$ cat src/rtl/uart_rx_fifo.sv
// UART receiver: synchronised and majority-filtered RX line, frame FSM with parity and stop checks,
// sticky error flags and a show-ahead receive FIFO.
//
// state   | meaning
// --------+---------------------------------------------------------------
// S_IDLE  | line idle; counting low time to reach the middle of the start bit
// S_START | mid-start bit; confirm the line is still low, then wait for data bit 0
// S_DATA  | shifting in data bits, LSB first
// S_PARITY| sampling the parity bit
// S_STOP  | sampling stop bit(s); push good frames, flag bad ones
// S_BREAK | after a framing error; wait for the line to return high
module uart_rx_fifo #(
    parameter int CLKS_PER_BAUD = 104,
    parameter int DATA_BITS     = 8,
    parameter int PARITY        = 0,
    parameter int STOP_BITS     = 1,
    parameter int FIFO_DEPTH    = 4
) (
    input  logic                          clk_i,
    input  logic                          reset_i,
    input  logic                          rx_i,
    input  logic                          rd_en_i,
    input  logic                          err_clr_i,
    output logic [DATA_BITS-1:0]          rd_data_o,
    output logic                          rd_valid_o,
    output logic [$clog2(FIFO_DEPTH):0]   fifo_count_o,
    output logic                          frame_err_o,
    output logic                          parity_err_o,
    output logic                          overrun_o
);
    localparam int CW   = $clog2(CLKS_PER_BAUD);
    localparam int BW   = $clog2(DATA_BITS);
    localparam int AW   = $clog2(FIFO_DEPTH);
    localparam int CNTW = AW + 1;
    localparam logic [CW-1:0] HALF_M1 = CW'(CLKS_PER_BAUD / 2 - 1);
    localparam logic [CW-1:0] BAUD_M1 = CW'(CLKS_PER_BAUD - 1);

    typedef enum logic [2:0] {
        S_IDLE, S_START, S_DATA, S_PARITY, S_STOP, S_BREAK
    } state_t;

    logic [1:0] sync_q;
    logic [2:0] taps_q;
    logic       rxf;

    always_ff @(posedge clk_i or posedge reset_i) begin
        if (reset_i) begin
            sync_q <= '1;
            taps_q <= '1;
        end else begin
            sync_q <= {sync_q[0], rx_i};
            taps_q <= {taps_q[1:0], sync_q[1]};
        end
    end

    assign rxf = (taps_q[0] & taps_q[1]) | (taps_q[0] & taps_q[2]) | (taps_q[1] & taps_q[2]);

    state_t                 state_q;
    logic [CW-1:0]          cnt_q;
    logic [BW-1:0]          bit_q;
    logic [1:0]             stop_q;
    logic [DATA_BITS-1:0]   shreg_q;
    logic                   par_ok_q;
    logic                   push_q;
    logic [DATA_BITS-1:0]   push_data_q;
    logic                   frame_err_q;
    logic                   parity_err_q;
    logic                   baud_done;
    logic                   par_exp;

    assign baud_done = (cnt_q == BAUD_M1);
    assign par_exp   = (^shreg_q) ^ (PARITY == 2);

    always_ff @(posedge clk_i or posedge reset_i) begin
        if (reset_i) begin
            state_q      <= S_IDLE;
            cnt_q        <= '0;
            bit_q        <= '0;
            stop_q       <= '0;
            shreg_q      <= '0;
            par_ok_q     <= 1'b1;
            push_q       <= 1'b0;
            push_data_q  <= '0;
            frame_err_q  <= 1'b0;
            parity_err_q <= 1'b0;
        end else begin
            push_q <= 1'b0;
            cnt_q  <= cnt_q + CW'(1);
            // err_clr first so a same-cycle set below takes priority
            if (err_clr_i) begin
                frame_err_q  <= 1'b0;
                parity_err_q <= 1'b0;
            end
            case (state_q)
                S_IDLE: begin
                    if (rxf) begin
                        cnt_q <= '0;
                    end else if (cnt_q == HALF_M1) begin
                        state_q  <= S_START;
                        cnt_q    <= '0;
                        par_ok_q <= 1'b1;
                    end
                end
                S_START: begin
                    if (cnt_q == '0 && rxf) begin
                        state_q <= S_IDLE;
                        cnt_q   <= '0;
                    end else if (baud_done) begin
                        shreg_q <= {rxf, shreg_q[DATA_BITS-1:1]};
                        bit_q   <= BW'(1);
                        cnt_q   <= '0;
                        state_q <= S_DATA;
                    end
                end
                S_DATA: begin
                    if (baud_done) begin
                        shreg_q <= {rxf, shreg_q[DATA_BITS-1:1]};
                        bit_q   <= bit_q + BW'(1);
                        cnt_q   <= '0;
                        stop_q  <= '0;
                        if (bit_q == BW'(DATA_BITS - 1))
                            state_q <= (PARITY != 0) ? S_PARITY : S_STOP;
                    end
                end
                S_PARITY: begin
                    if (baud_done) begin
                        par_ok_q <= (rxf == par_exp);
                        cnt_q    <= '0;
                        state_q  <= S_STOP;
                    end
                end
                S_STOP: begin
                    if (baud_done) begin
                        cnt_q <= '0;
                        if (!rxf) begin
                            frame_err_q <= 1'b1;
                            state_q     <= S_BREAK;
                        end else if (stop_q == 2'(STOP_BITS - 1)) begin
                            if (par_ok_q) begin
                                push_q      <= 1'b1;
                                push_data_q <= shreg_q;
                            end else begin
                                parity_err_q <= 1'b1;
                            end
                            state_q <= S_IDLE;
                        end else begin
                            stop_q <= stop_q + 2'd1;
                        end
                    end
                end
                S_BREAK: begin
                    cnt_q <= '0;
                    if (rxf) state_q <= S_IDLE;
                end
                default: begin
                    state_q <= S_IDLE;
                    cnt_q   <= '0;
                end
            endcase
        end
    end

    logic [DATA_BITS-1:0] mem_q [FIFO_DEPTH];
    logic [AW-1:0]        wr_ptr_q, rd_ptr_q;
    logic [CNTW-1:0]      count_q, count_d;
    logic                 overrun_q;
    logic                 pop, full, do_push;

    assign pop     = rd_en_i && (count_q != '0);
    assign full    = (count_q == CNTW'(FIFO_DEPTH));
    assign do_push = push_q && (!full || pop);

    always_comb begin
        count_d = count_q;
        if (do_push && !pop)
            count_d = count_q + CNTW'(1);
        else if (!do_push && pop)
            count_d = count_q - CNTW'(1);
    end

    always_ff @(posedge clk_i or posedge reset_i) begin
        if (reset_i) begin
            for (int i = 0; i < FIFO_DEPTH; i++) mem_q[i] <= '0;
            wr_ptr_q  <= '0;
            rd_ptr_q  <= '0;
            count_q   <= '0;
            overrun_q <= 1'b0;
        end else begin
            if (do_push) begin
                mem_q[wr_ptr_q] <= push_data_q;
                wr_ptr_q        <= wr_ptr_q + AW'(1);
            end
            if (pop) rd_ptr_q <= rd_ptr_q + AW'(1);
            count_q <= count_d;
            if (err_clr_i) overrun_q <= 1'b0;
            if (push_q && full && !pop) overrun_q <= 1'b1;
        end
    end

    assign rd_data_o    = mem_q[rd_ptr_q];
    assign rd_valid_o   = (count_q != '0);
    assign fifo_count_o = count_q;
    assign frame_err_o  = frame_err_q;
    assign parity_err_o = parity_err_q;
    assign overrun_o    = overrun_q;
endmodule
$ cat config.mk
export PLATFORM = sky130hd
export DESIGN_NAME = uart_rx_fifo
export DESIGN_NICKNAME = d
export VERILOG_FILES = /design/src/rtl/uart_rx_fifo.sv
export SDC_FILE = /design/constraint.sdc
export NUM_CORES = 1
export LEC_CHECK = 0
export ABC_AREA = 1
export BUFFER_PORTS_ARGS = -buffer_cell sky130_fd_sc_hd__buf_2
export CORE_MARGIN = 4
export CORE_UTILIZATION = 35
export DETAILED_ROUTE_END_ITERATION = 8
export PLACE_DENSITY = 0.54
export SLEW_MARGIN = 10
export SYNTH_ARGS = -nofsm -noshare
export SYNTH_HDL_FRONTEND = slang
export SYNTH_SLANG_ARGS = --single-unit
export TNS_END_PERCENT = 30
$ cat constraint.sdc
create_clock -name clk_i -period 3.23 [get_ports clk_i]
set_input_delay 0.323 -clock clk_i [delete_from_list [all_inputs] [get_ports clk_i]]
set_output_delay 0.323 -clock clk_i [all_outputs]
set_load 0.05 [all_outputs]
==> results.cfg <==
[layout]
layout_common_cells = 113 x nand2_1, 74 x dfrtp_1, 57 x inv_1
syn_to_final_growth_pct = 14.1
num-nets-final = 494
drive_gt1_share_pct = 13.0
num_antenna_cells = 0
fillers = 1123
final_common_cell = nand2_1

[critical_path]
path_cells = inv_1 > o21ai_0 > o22ai_1 > buf_2
required_ns = 2.91
crit_type = flip-flop to primary output
critical_path.slowest_cell = dfrtp_1
cp_data_arrival_time_ns = 2.05
crit_path_start = rd_ptr_q[0]
critPathTopFamily = flip-flops
cp_slowest_stage_delay_ns = 0.70
cp-end-kind = primary output
r2r_setup_slack_ns = 0.93
regToRegEndpoint = fifo_count_o[1]
reg2regPathDepth = 10
cp-start-kind = flip-flop
r2r_start = fifo_count_o[1]
path_buf_inv = 2
worstPathMaxFanout = 18
critical_path_depth = 4

[power_and_ir_drop]
p_int_mw = 1.93
swShare_pct = 35.3
leakagePower_nw = 2.18
p_sw_mw = 1.05
p_per_area_nw_per_um2 = 665
peakVddDrop_mv = 0.367
comb_power_share_pct = 25.2
power_frac_seq_pct = 37.9
clkPwrFrac_pct = 37.0

[yosys]
synth_top_cell_by_area = dfrtp_1
yosys_warnings = 0
ys_seq_elements = 80
syn_nets = 472
synth.distinct_cells = 31
ys_seq_area_share_pct = 51.1
syn_area_per_cell_um2 = 8.62
synth_area_leaders = dfrtp_1 47%, nand2_1 11%, o21a_1 6.1%
synth_cells = 456
synth_top_area_share_pct = 47.1
synth_area_um2 = 3930

[route]
vias = 2922
dr.pass1.iters = 4
post_drt_wl_per_cell_um = 12.2
vias_per_cell = 4.69
detail-route-antenna-nets = 0
wirelength_mm = 7.62
drcViolationCount = 0
dr.first_iter.drc_count = 131

[die]
ios = 20
initial_core_util_pct = 35.9
dieWidth_um = 114
die_y_um = 114
placementRows = 38
core_um2 = 10900
die_area_um2 = 13000

[sta]
period_needed_ns = 2.37
drv_slew = 0
slew_headroom_pct = 54.3
rsz0062_at_grt = no
worstMarginPinSlew_ns = 0.685
clock.fmax_ghz = 0.421
skew_ns = 0.00867
finalSetupViolCount = 0
fin_crit_sh_pct = 73.5
final_hold_viol_count = 0
fin_ws_ns = 0.857
final.setup.tns_ns = 0

[clocking]
cts_sinks = 80
htreeDepth = 3
clock_path_buffers = 2
clk_pin_slew_ns = 0.06
cts_tree = built
cts_resized = 0
root_buffer = clkbuf_16
post-cts-setup-buffer-count = 0
cts-hold-fix-buffers = 0
insertion_delay_ns = 0.34
numCtsBuffers = 9

[placed_design]
port_buffers = 19
place_ws_ns = 0.949
gp_congestion = 0.818
hpwl_mm = 5.43

[global_routing]
grt_overflow = 0
grt_pass1_wl_mm = 13.8
track_usage_pct = 13.3
grt_pass1_vias = 2982
antenna_found_initial = 0
grt_max_degree = 42

[status]
outcome = finished, final reports clean

[worst_hold_path]
hold_class = input pin to asynchronous set/reset pin

[flow_run]
cap_viol_max_count = 0
[worst max-delay path by stage]
stage	endpoint	slack [ns]
6_report	rd_data_o[2]	0.86
5_1_grt	rd_data_o[0]	0.63
4_1_cts	rd_data_o[2]	0.85
3_5_place_dp	fifo_count_o[1]	0.95
3_3_place_gp	fifo_count_o[1]	1.04
2_1_floorplan	fifo_count_o[2]	0.47
[layer usage]
layer | track usage, % | vias up | wire length, µm
li1 | - | 1505 | -
met3 | 4.51 | 11 | 290
met4 | 4.28 | 0 | 123
met1 | 16.6 | 1364 | 3570
met2 | 21.7 | 42 | 3640
met5 | 0 | - | 0
[Yosys cell counts]
library cell and count:
o21ai_0 39, nand2_2 3, inv_1 58, o31ai_1 1
nand2_4 3, nand4_1 2, clkbuf_1 4, ha_1 10
nand2_1 113, inv_6 1, nor3_4 1, or2_2 2
o22ai_1 9, mux2_2 1, o211ai_1 1, nand3_1 22
buf_6 1, xor2_1 4, o21a_1 32, a21oi_1 7
nor2_2 2, nor2_4 4, o21ai_2 2, o21bai_1 1
xnor2_1 2, dfrtp_1 74, nor3_1 1, nor2_1 44
dfstp_2 6, buf_4 5, fa_1 1
[power groups by stage]
stage	clock (mW)	combinational [mW]	sequential [mW]
after floorplan	0	0.560	1.16
after global placement	0	0.751	1.14
after detailed placement	0	0.759	1.15
after CTS	1.15	0.760	1.13
after global routing	1.18	0.821	1.14
final	1.10	0.751	1.13
[flip-flops by register name, indices dropped and copies added (netlist names), 2 cells and up]
signal / flops
rd_ptr_q: 2
fifo_count_o: 3
mem_q: 32
sync_q: 2
shreg_q: 8
stop_q: 2
state_q: 3
wr_ptr_q: 2
cnt_q: 7
bit_q: 3
push_data_q: 8
taps_q: 3
[cell families after synthesis]
logic type / Yosys count / share of synthesized area [%]
simple gates: 197 / 21.8
compound gates: 92 / 14.4
flops: 80 / 51.1
buf+inv: 69 / 7.38
fa+ha+maj: 11 / 3.69
xor+xnor: 6 / 1.34
mux: 1 / 0.286
[layout make-up]
class | count | area, µm² | area share, %
clock buffer | 10 | 239 | 5.33
clock inverter | 6 | 92.6 | 2.06
inverter | 59 | 228 | 5.08
multi-input combinational | 307 | 1630 | 36.4
sequential | 80 | 2010 | 44.8
tap | 140 | 175 | 3.91
timing repair buffer | 21 | 110 | 2.45
[through the flow]
stage               hold WS [ns]  utilization [%]  instance area, µm²  total power, mW  std cells
finish                    0.0713             41.0                4490             2.98        623
global route              0.0678             41.0                4490             3.14        623
CTS                       0.0682             41.0                4490             3.04        623
detailed placement         0.348             38.0                4150             1.90        607
global placement           0.346             38.0                4150             1.89        607
floorplan                  0.327                -                3930             1.72        456
Power figures use the tool's default switching activity.
